===== src/rtl/mem_access_ctrl_pkg.sv =====
// +------------------------------------------------------------------+
// | mem_access_ctrl_pkg                                              |
// | Shared widths, memory map base and MEM-stage FSM encoding.       |
// | Rev 1.0                                                          |
// +------------------------------------------------------------------+
`default_nettype none

package mem_access_ctrl_pkg;

  localparam int WORD_LEN          = 32;
  localparam int REG_FILE_ADDR_LEN = 5;
  localparam int MEM_BASE_DEFAULT  = 1024;
  localparam int TIMER_W           = 8;

  typedef enum logic [1:0] {
    ST_IDLE = 2'd0,
    ST_WAIT = 2'd1,
    ST_DONE = 2'd2
  } state_t;

  // Misalignment and below-base checks only matter when an access is requested;
  // ALU-only instructions freely produce small or odd results.
  function automatic logic is_illegal(
    input logic                rd,
    input logic                wr,
    input logic [WORD_LEN-1:0] addr,
    input logic [WORD_LEN-1:0] base
  );
    logic acc;
    acc = rd | wr;
    return acc & ((rd & wr) | (addr[1:0] != 2'b00) | (addr < base));
  endfunction

endpackage

`default_nettype wire


===== src/rtl/mem_access_ctrl_wait_timer.sv =====
// +------------------------------------------------------------------+
// | wait_timer                                                       |
// | 8-bit WAIT-cycle counter with clear/enable and expiry compare.   |
// | Rev 1.0                                                          |
// +------------------------------------------------------------------+
`default_nettype none

module wait_timer
  import mem_access_ctrl_pkg::*;
#(
  parameter int TIMEOUT = 15
) (
  input  logic clk,
  input  logic rst,
  input  logic clr,
  input  logic en,
  output logic expired
);

  logic [TIMER_W-1:0] r_count;

  // The count holds the number of the current WAIT cycle, so a launch loads 1
  // and expiry lands exactly on the TIMEOUT-th WAIT cycle.
  always_ff @(posedge clk or negedge rst) begin
    if (!rst) begin
      r_count <= '0;
    end else if (clr) begin
      r_count <= TIMER_W'(1);
    end else if (en && (r_count != {TIMER_W{1'b1}})) begin
      r_count <= r_count + TIMER_W'(1);
    end
  end

  assign expired = (r_count == TIMER_W'(TIMEOUT));

endmodule

`default_nettype wire


===== src/rtl/mem_access_ctrl.sv =====
// +------------------------------------------------------------------+
// | mem_access_ctrl                                                  |
// | MEM-stage req/ack data-memory controller with pipeline freeze.   |
// | Rev 1.0                                                          |
// +------------------------------------------------------------------+
`default_nettype none

module mem_access_ctrl
  import mem_access_ctrl_pkg::*;
#(
  parameter int MEM_BASE = MEM_BASE_DEFAULT,
  parameter int TIMEOUT  = 15
) (
  input  logic                         clk,
  input  logic                         rst,
  input  logic                         WB_EN_IN,
  input  logic                         MEM_R_EN_IN,
  input  logic                         MEM_W_EN_IN,
  input  logic [WORD_LEN-1:0]          ALUResIn,
  input  logic [WORD_LEN-1:0]          STValIn,
  input  logic [REG_FILE_ADDR_LEN-1:0] destIn,
  output logic                         freeze,
  output logic                         mem_req,
  output logic                         mem_we,
  output logic [WORD_LEN-1:0]          mem_addr,
  output logic [WORD_LEN-1:0]          mem_wdata,
  input  logic                         mem_ack,
  input  logic [WORD_LEN-1:0]          mem_rdata,
  output logic                         WB_EN,
  output logic                         MEM_R_EN,
  output logic [WORD_LEN-1:0]          ALURes,
  output logic [WORD_LEN-1:0]          MEMRes,
  output logic [REG_FILE_ADDR_LEN-1:0] dest,
  output logic                         access_err,
  output logic                         bus_err
);

  localparam logic [WORD_LEN-1:0] C_BASE = WORD_LEN'(MEM_BASE);

  state_t              r_state;
  state_t              w_next_state;
  logic                r_mem_req;
  logic                r_mem_we;
  logic [WORD_LEN-1:0] r_mem_addr;
  logic [WORD_LEN-1:0] r_mem_wdata;
  logic [WORD_LEN-1:0] r_memres;
  logic                r_bus_err;

  logic                w_access;
  logic                w_illegal;
  logic                w_launch;
  logic                w_wait_ack;
  logic                w_wait_timeout;
  logic                w_expired;
  logic                w_freeze;
  logic                w_access_err;
  logic [WORD_LEN-1:0] w_addr_off;

  assign w_access   = MEM_R_EN_IN | MEM_W_EN_IN;
  assign w_illegal  = is_illegal(MEM_R_EN_IN, MEM_W_EN_IN, ALUResIn, C_BASE);
  assign w_addr_off = ALUResIn - C_BASE;

  always_ff @(posedge clk or negedge rst) begin
    if (!rst) begin
      r_state <= ST_IDLE;
    end else begin
      r_state <= w_next_state;
    end
  end

  always_comb begin
    w_next_state   = r_state;
    w_launch       = 1'b0;
    w_wait_ack     = 1'b0;
    w_wait_timeout = 1'b0;
    w_freeze       = 1'b0;
    w_access_err   = 1'b0;
    case (r_state)
      ST_IDLE: begin
        w_access_err = w_illegal;
        if (w_access && !w_illegal) begin
          w_launch     = 1'b1;
          w_freeze     = 1'b1;
          w_next_state = ST_WAIT;
        end
      end
      ST_WAIT: begin
        w_freeze = 1'b1;
        // Ack arriving on the expiry cycle takes priority over the timeout.
        if (mem_ack) begin
          w_wait_ack   = 1'b1;
          w_next_state = ST_DONE;
        end else if (w_expired) begin
          w_wait_timeout = 1'b1;
          w_next_state   = ST_DONE;
        end
      end
      ST_DONE: begin
        // Inputs still hold the just-completed instruction; never relaunch here.
        w_next_state = ST_IDLE;
      end
      default: begin
        w_next_state = ST_IDLE;
      end
    endcase
  end

  always_ff @(posedge clk or negedge rst) begin
    if (!rst) begin
      r_mem_req   <= 1'b0;
      r_mem_we    <= 1'b0;
      r_mem_addr  <= '0;
      r_mem_wdata <= '0;
      r_memres    <= '0;
      r_bus_err   <= 1'b0;
    end else begin
      if (w_launch) begin
        r_mem_req   <= 1'b1;
        r_mem_we    <= MEM_W_EN_IN;
        r_mem_addr  <= w_addr_off >> 2;
        r_mem_wdata <= STValIn;
      end else if (w_wait_ack || w_wait_timeout) begin
        r_mem_req <= 1'b0;
      end
      if (w_wait_ack && !r_mem_we) begin
        r_memres <= mem_rdata;
      end
      r_bus_err <= w_wait_timeout;
    end
  end

  wait_timer #(
    .TIMEOUT (TIMEOUT)
  ) u_wait_timer (
    .clk     (clk),
    .rst     (rst),
    .clr     (w_launch),
    .en      (r_state == ST_WAIT),
    .expired (w_expired)
  );

  assign freeze     = w_freeze;
  assign access_err = w_access_err;
  assign mem_req    = r_mem_req;
  assign mem_we     = r_mem_we;
  assign mem_addr   = r_mem_addr;
  assign mem_wdata  = r_mem_wdata;
  assign MEMRes     = r_memres;
  assign bus_err    = r_bus_err;

  // A stalled or faulted instruction retires as a bubble.
  assign WB_EN    = WB_EN_IN & ~w_freeze & ~w_access_err
                    & ~((r_state == ST_DONE) & r_bus_err);
  assign MEM_R_EN = MEM_R_EN_IN & ~w_freeze;
  assign ALURes   = ALUResIn;
  assign dest     = destIn;

endmodule

`default_nettype wire


===== config.mk =====
export PLATFORM = sky130hd
export DESIGN_NAME = mem_access_ctrl
export DESIGN_NICKNAME = d
export VERILOG_FILES = /design/src/rtl/mem_access_ctrl_pkg.sv /design/src/rtl/mem_access_ctrl_wait_timer.sv /design/src/rtl/mem_access_ctrl.sv
export SDC_FILE = /design/constraint.sdc
export NUM_CORES = 1
export LEC_CHECK = 0
export BUFFER_PORTS_ARGS = -buffer_cell sky130_fd_sc_hd__buf_2
export CAP_MARGIN = 20
export CORE_MARGIN = 2
export CORE_UTILIZATION = 49
export CTS_CLUSTER_SIZE = 14
export DETAILED_ROUTE_END_ITERATION = 10
export GPL_ROUTABILITY_DRIVEN = 0
export GPL_TIMING_DRIVEN = 0
export PLACE_DENSITY = 0.94
export SLEW_MARGIN = 20
export SYNTH_ARGS = -nofsm -noshare
export SYNTH_HDL_FRONTEND = slang
export SYNTH_SLANG_ARGS = --single-unit
export TNS_END_PERCENT = 30

===== constraint.sdc =====
create_clock -name clk -period 7.1 [get_ports clk]
set_input_delay 1.065 -clock clk [delete_from_list [all_inputs] [get_ports clk]]
set_output_delay 1.065 -clock clk [all_outputs]
set_load 0.1 [all_outputs]

# Word-level counts from Yosys, hierarchy flattened
# Index checks and enable logic that the tools add are counted.
[totals]
ram_bits = 0
rom_bits = 0
input_bits = 107
output_inout_bits = 140
elab_cells = 58
register_bits = 107
latchBits = 0
n_memories = 0
[op_classes]
order_cmp = 1
reduce_logical = 11
add_sub_neg = 2
mux = 17
n_mul = 0
shift = 0
n_eq_ne = 6
div_mod_pow = 0
n_bitwise = 13
[ops]
columns = ["op", "count"]
rows = [
  ["$lt A32 B11 Y1 const B", 1],
  ["$sub A32 B11 Y32 const B", 1],
  ["$mux W8", 2],
  ["$mux W1", 10],
  ["$add A8 B1 Y8 const B", 1],
  ["$eq A8 B4 Y1 const B", 1],
  ["$ne A8 B8 Y1 const B", 1],
  ["$and A1 B1 Y1", 7],
  ["$mux W2", 3],
  ["$reduce_bool A2 Y1", 3],
  ["$pmux W2 S2", 1],
  ["$logic_and A1 B1 Y1", 3],
  ["$ne A3 B3 Y1 const B", 1],
  ["$not A1 Y1", 3],
  ["$or A1 B1 Y1", 3],
  ["$eq A2 B1 Y1 const B", 1],
  ["$eq A2 B2 Y1 const B", 1],
  ["$logic_not A1 Y1", 2],
  ["$logic_not A2 Y1", 1],
  ["$ne A2 B2 Y1 const B", 1],
  ["$pmux W1 S2", 1],
  ["$reduce_and A2 Y1", 1],
  ["$logic_or A1 B1 Y1", 1],
]

# Depth between registers and ports, before layout
[depth]
depth_word = 12
depth_mapped = 9
depth_no_buf = 7

# Modules after synthesis
# A second synthesis with hierarchy kept.
[unflattened]
cells_unflattened = 396
area_unflattened_um2 = 4849.7
[modules_own_cells]
columns = ["mod", "n_inst", "area_per_inst_um2", "cells_per_inst", "seq_area_each_um2"]
rows = [
  ["mem_access_ctrl", 1, 4374.2, 345, 2477.4],
  ["wait_timer", 1, 475.5, 51, 200.2],
]

# Worst setup path after synthesis
# No wires, ideal clock.
[synth_timing]
path_type = "input-to-output"
from = "in ALUResIn[17]"
to = "out MEM_R_EN"
n_path_buf = 0
required_time_ps = 6035
path_stages = 4
t_arrival_ps = 3877
path_slack_ps = 2158
path_cell_list = "or4_4 or4b_4 o21ba_2 a21oi_1"
[synth_via]
elab_chain_len = 9
[synth_rtl]
columns = ["element", "line", "text"]
rows = [
  ["start, declared", "mem_access_ctrl.sv:19", "input logic [WORD_LEN-1:0] ALUResIn,"],
  ["$lt A32 B11 Y1", "mem_access_ctrl_pkg.sv:31", "return acc & ((rd & wr) | (addr[1:0] != 2'b00) | (addr < base));"],
  ["$or A1 B1 Y1", "mem_access_ctrl_pkg.sv:31", ""],
  ["$and A1 B1 Y1", "mem_access_ctrl_pkg.sv:31", ""],
  ["$logic_not A1 Y1", "mem_access_ctrl.sv:81", "if (w_access && !w_illegal) begin"],
  ["$logic_and A1 B1 Y1", "mem_access_ctrl.sv:81", ""],
  ["$mux W1", "mem_access_ctrl.sv:81", ""],
  ["$pmux W1 S2", "mem_access_ctrl.sv:78", "case (r_state)"],
  ["$not A1 Y1", "mem_access_ctrl.sv:154", "assign MEM_R_EN = MEM_R_EN_IN & ~w_freeze;"],
  ["$and A1 B1 Y1", "mem_access_ctrl.sv:154", ""],
  ["end, declared", "mem_access_ctrl.sv:30", "output logic MEM_R_EN,"],
]
# No other way between the ends.

# Worst setup path in the final report
[layout_timing]
from = "in ALUResIn[17]"
to = "out freeze"
[layout_via]
elab_chain_len = 7
[layout_rtl]
columns = ["element", "line", "text"]
rows = [
  ["$lt A32 B11 Y1", "mem_access_ctrl_pkg.sv:31", ""],
  ["$or A1 B1 Y1", "mem_access_ctrl_pkg.sv:31", ""],
  ["$and A1 B1 Y1", "mem_access_ctrl_pkg.sv:31", ""],
  ["$logic_not A1 Y1", "mem_access_ctrl.sv:81", ""],
  ["$logic_and A1 B1 Y1", "mem_access_ctrl.sv:81", ""],
  ["$mux W1", "mem_access_ctrl.sv:81", ""],
  ["$pmux W1 S2", "mem_access_ctrl.sv:78", ""],
  ["end, declared", "mem_access_ctrl.sv:22", "output logic freeze,"],
]
# No other way between the ends.

==> impl_metrics.py <==
metrics = {
    "setup_path": {
        "cp-start-kind": "input pin",
        "cp.required_ns": 6.03,
        "end_kind": "output pin",
        "slowest_delay_ns": 0.57,
        "r2r_slack_ns": 4.81,
        "cpMaxStageDelayCell": "or4_4",
        "path_cells": "buf_2 > or4_4 > or4b_4 > o21ai_2 > buf_4 > buf_4 > nand2_1 > buf_2",
        "critPathArrivalTime_ns": 3.58,
        "crit_fanout": 10,
        "worstSetupPathType": "in -> out",
    },
    "clocking": {
        "cts.sinks": 107,
        "htree_levels": 3,
        "ctsHoldBuffers": 0,
        "cts_tree": "built",
        "cts.reportedPaths.clkPinSlew_ns": 0.11,
        "ctsResizeCount": 0,
        "ctsRootBufferMaster": "clkbuf_8",
        "cts_setup_buffers": 0,
        "insertion_delay_ns": 0.36,
        "numCtsBuffers": 9,
        "cts.path.max_buffers": 2,
    },
    "sta": {
        "skew_ns": 0.0218,
        "finalMaxSlewViolations": 0,
        "grt_setup_unrepaired": "no",
        "hold_viol": 0,
        "timing.fmax_mhz": 215,
        "finalCriticalPeriod_ns": 4.64,
        "setup_viol": 0,
        "worst_pin_slew_ns": 0.844,
        "setup_slack_ns": 2.46,
        "tns_ns": 0,
        "slew-limit-headroom_pct": 43.6,
        "fin_crit_sh_pct": 65.4,
    },
    "grt": {
        "grt_max_degree": 66,
        "antenna_found_initial": 1,
        "grt_pass1_wl_mm": 18.0,
        "grt.total_usage_pct": 21.7,
        "overflow": 0,
        "grt_pass1_vias": 3773,
    },
    "yosys": {
        "ys_async_sr_fraction_pct": 100,
        "synthTopCellsByArea": "dfrtp_1 (56%), nand2_1 (12%), mux2_2 (7.5%)",
        "yosys_register_bits": 107,
        "ys.warnings.count": 0,
        "yosysSeqAreaShare_pct": 55.5,
        "yosysMostFrequentCell": "nand2_1",
        "synth_top_area_share_pct": 55.5,
        "synth_cell_types": 39,
        "yosys-top-cells-count": "nand2_1 (160), dfrtp_1 (107), buf_4 (41)",
        "synth_largest_area_cell": "dfrtp_1",
        "synthFlopType": "dfrtp_1",
        "synth_area_um2": 4820,
        "post_synth.cell_area_avg_um2": 10.0,
        "synth-edff-count": 0,
        "netlist_instances": 482,
    },
    "floorplanning": {
        "rows": 36,
        "die_area_um2": 10700,
        "initial_core_util_pct": 49.8,
        "io_pins": 247,
        "dieWidth_um": 103,
        "die_h_um": 103,
        "core_area_um2": 9680,
    },
    "drt": {
        "routed_wl_mm": 12.1,
        "drtPass1Iterations": 4,
        "viasPerCell": 4.78,
        "drc_errors": 0,
        "drt_iter0_markers": 127,
        "ant_nets": 0,
        "wl_per_cell_um": 13.9,
        "vias": 4169,
    },
    "layout": {
        "final_util_pct": 66.6,
        "nNetsFinal": 843,
        "antennaDiodeCount": 0,
        "syn2layout_area_growth_pct": 33.7,
        "drive_gt1_share_pct": 46.3,
    },
    "run": {
        "cap_violations": 0,
    },
    "worst_hold_path": {
        "worstHoldPathType": "reg -> reg",
    },
    "placement": {
        "pre_cts_slack_ns": 2.43,
        "io_buffers": 239,
        "hpwl_mm": 9.59,
    },
    "outcome": {
        "status": "completed",
    },
}
==> placed cells by master, fill, tap and decap left out, types with 4 or more instances in the layout <==
cell type  count
nand3_1        4
clkbuf_8       9
nor2_1        20
nor3_1        11
o21ai_1       12
mux2_2        32
inv_8          4
or3_1          4
dfrtp_1      107
o21ai_0       11
buf_2        247
clkbuf_1       7
buf_4         41
nand2_1      160
xnor2_1       11
xor2_1        15
==> registers in the layout, indices dropped and copies added (netlist names) <==
name	flops
MEMRes	32
bus_err	1
mem_addr	30
mem_req	1
mem_wdata	32
mem_we	1
r_state	2
u_wait_timer.r_count	8
==> per-layer routing <==
layer	up-vias	share of wire [%]	track usage, %	wire length [um]
met5	-	0	0	0
met2	166	51	37.2	6150
met1	1945	40	27.3	4780
met4	0	2.2	8.10	265
met3	24	7.3	4.44	888
li1	2034	-	-	-
==> worst max-delay path: cells and delay by family <==
| kind | cells | cell delay (ns) |
|---|---|---|
| and+or+nand+nor | 3 | 1.21 |
| buffers and inverters | 4 | 0.90 |
| AOI/OAI and AO/OA | 1 | 0.39 |
==> layout make-up <==
cell class / instances / area, um2
fill: 799 / 3240
sequential: 107 / 2680
multi-input combinational: 316 / 1760
timing repair buffer: 240 / 1230
buffer: 57 / 379
tap: 133 / 166
clock buffer: 9 / 124
clock inverter: 7 / 100
inverter: 3 / 11.3
==> logic make-up (layout without fill, tap and decap cells) <==
group                      Yosys count  count (layout)  synth area share, %
buffers and inverters               60             316                 8.09
other                                1               2               0.0777
and+or+nand+nor                    222             222                 19.6
DFF                                107             107                 55.5
muxes                               33              33                 7.68
AOI/OAI and AO/OA                   31              31                 3.79
adders and majority gates            2               2                0.519
xor gates and xnor gates            26              26                 4.72
==> worst paths after layout <==
check / startpoint / depth (start not counted) / endpoint
min in group asynchronous: rst / 1 / mem_addr[13]
min reg2reg: mem_wdata[2] / 2 / mem_wdata[2]
min: mem_wdata[2] / 2 / mem_wdata[2]
max reg2reg: r_state[1] / 4 / MEMRes[1]
max in group asynchronous: rst / 2 / mem_wdata[31]
max: ALUResIn[17] / 8 / freeze
==> metrics by stage <==
| stage | hold slack (ns) | cells | instance area [um2] |
|---|---|---|---|
| floorplan | 0.505 | 483 | 4830 |
| global placement | 0.453 | 855 | 6190 |
| detailed placement | 0.457 | 856 | 6220 |
| CTS | 0.484 | 872 | 6450 |
| global route | 0.495 | 872 | 6450 |
| finish | 0.480 | 872 | 6450 |
Power is not shown: default switching activity piles up to over one toggle a cycle in this logic, so the estimate is an artifact.
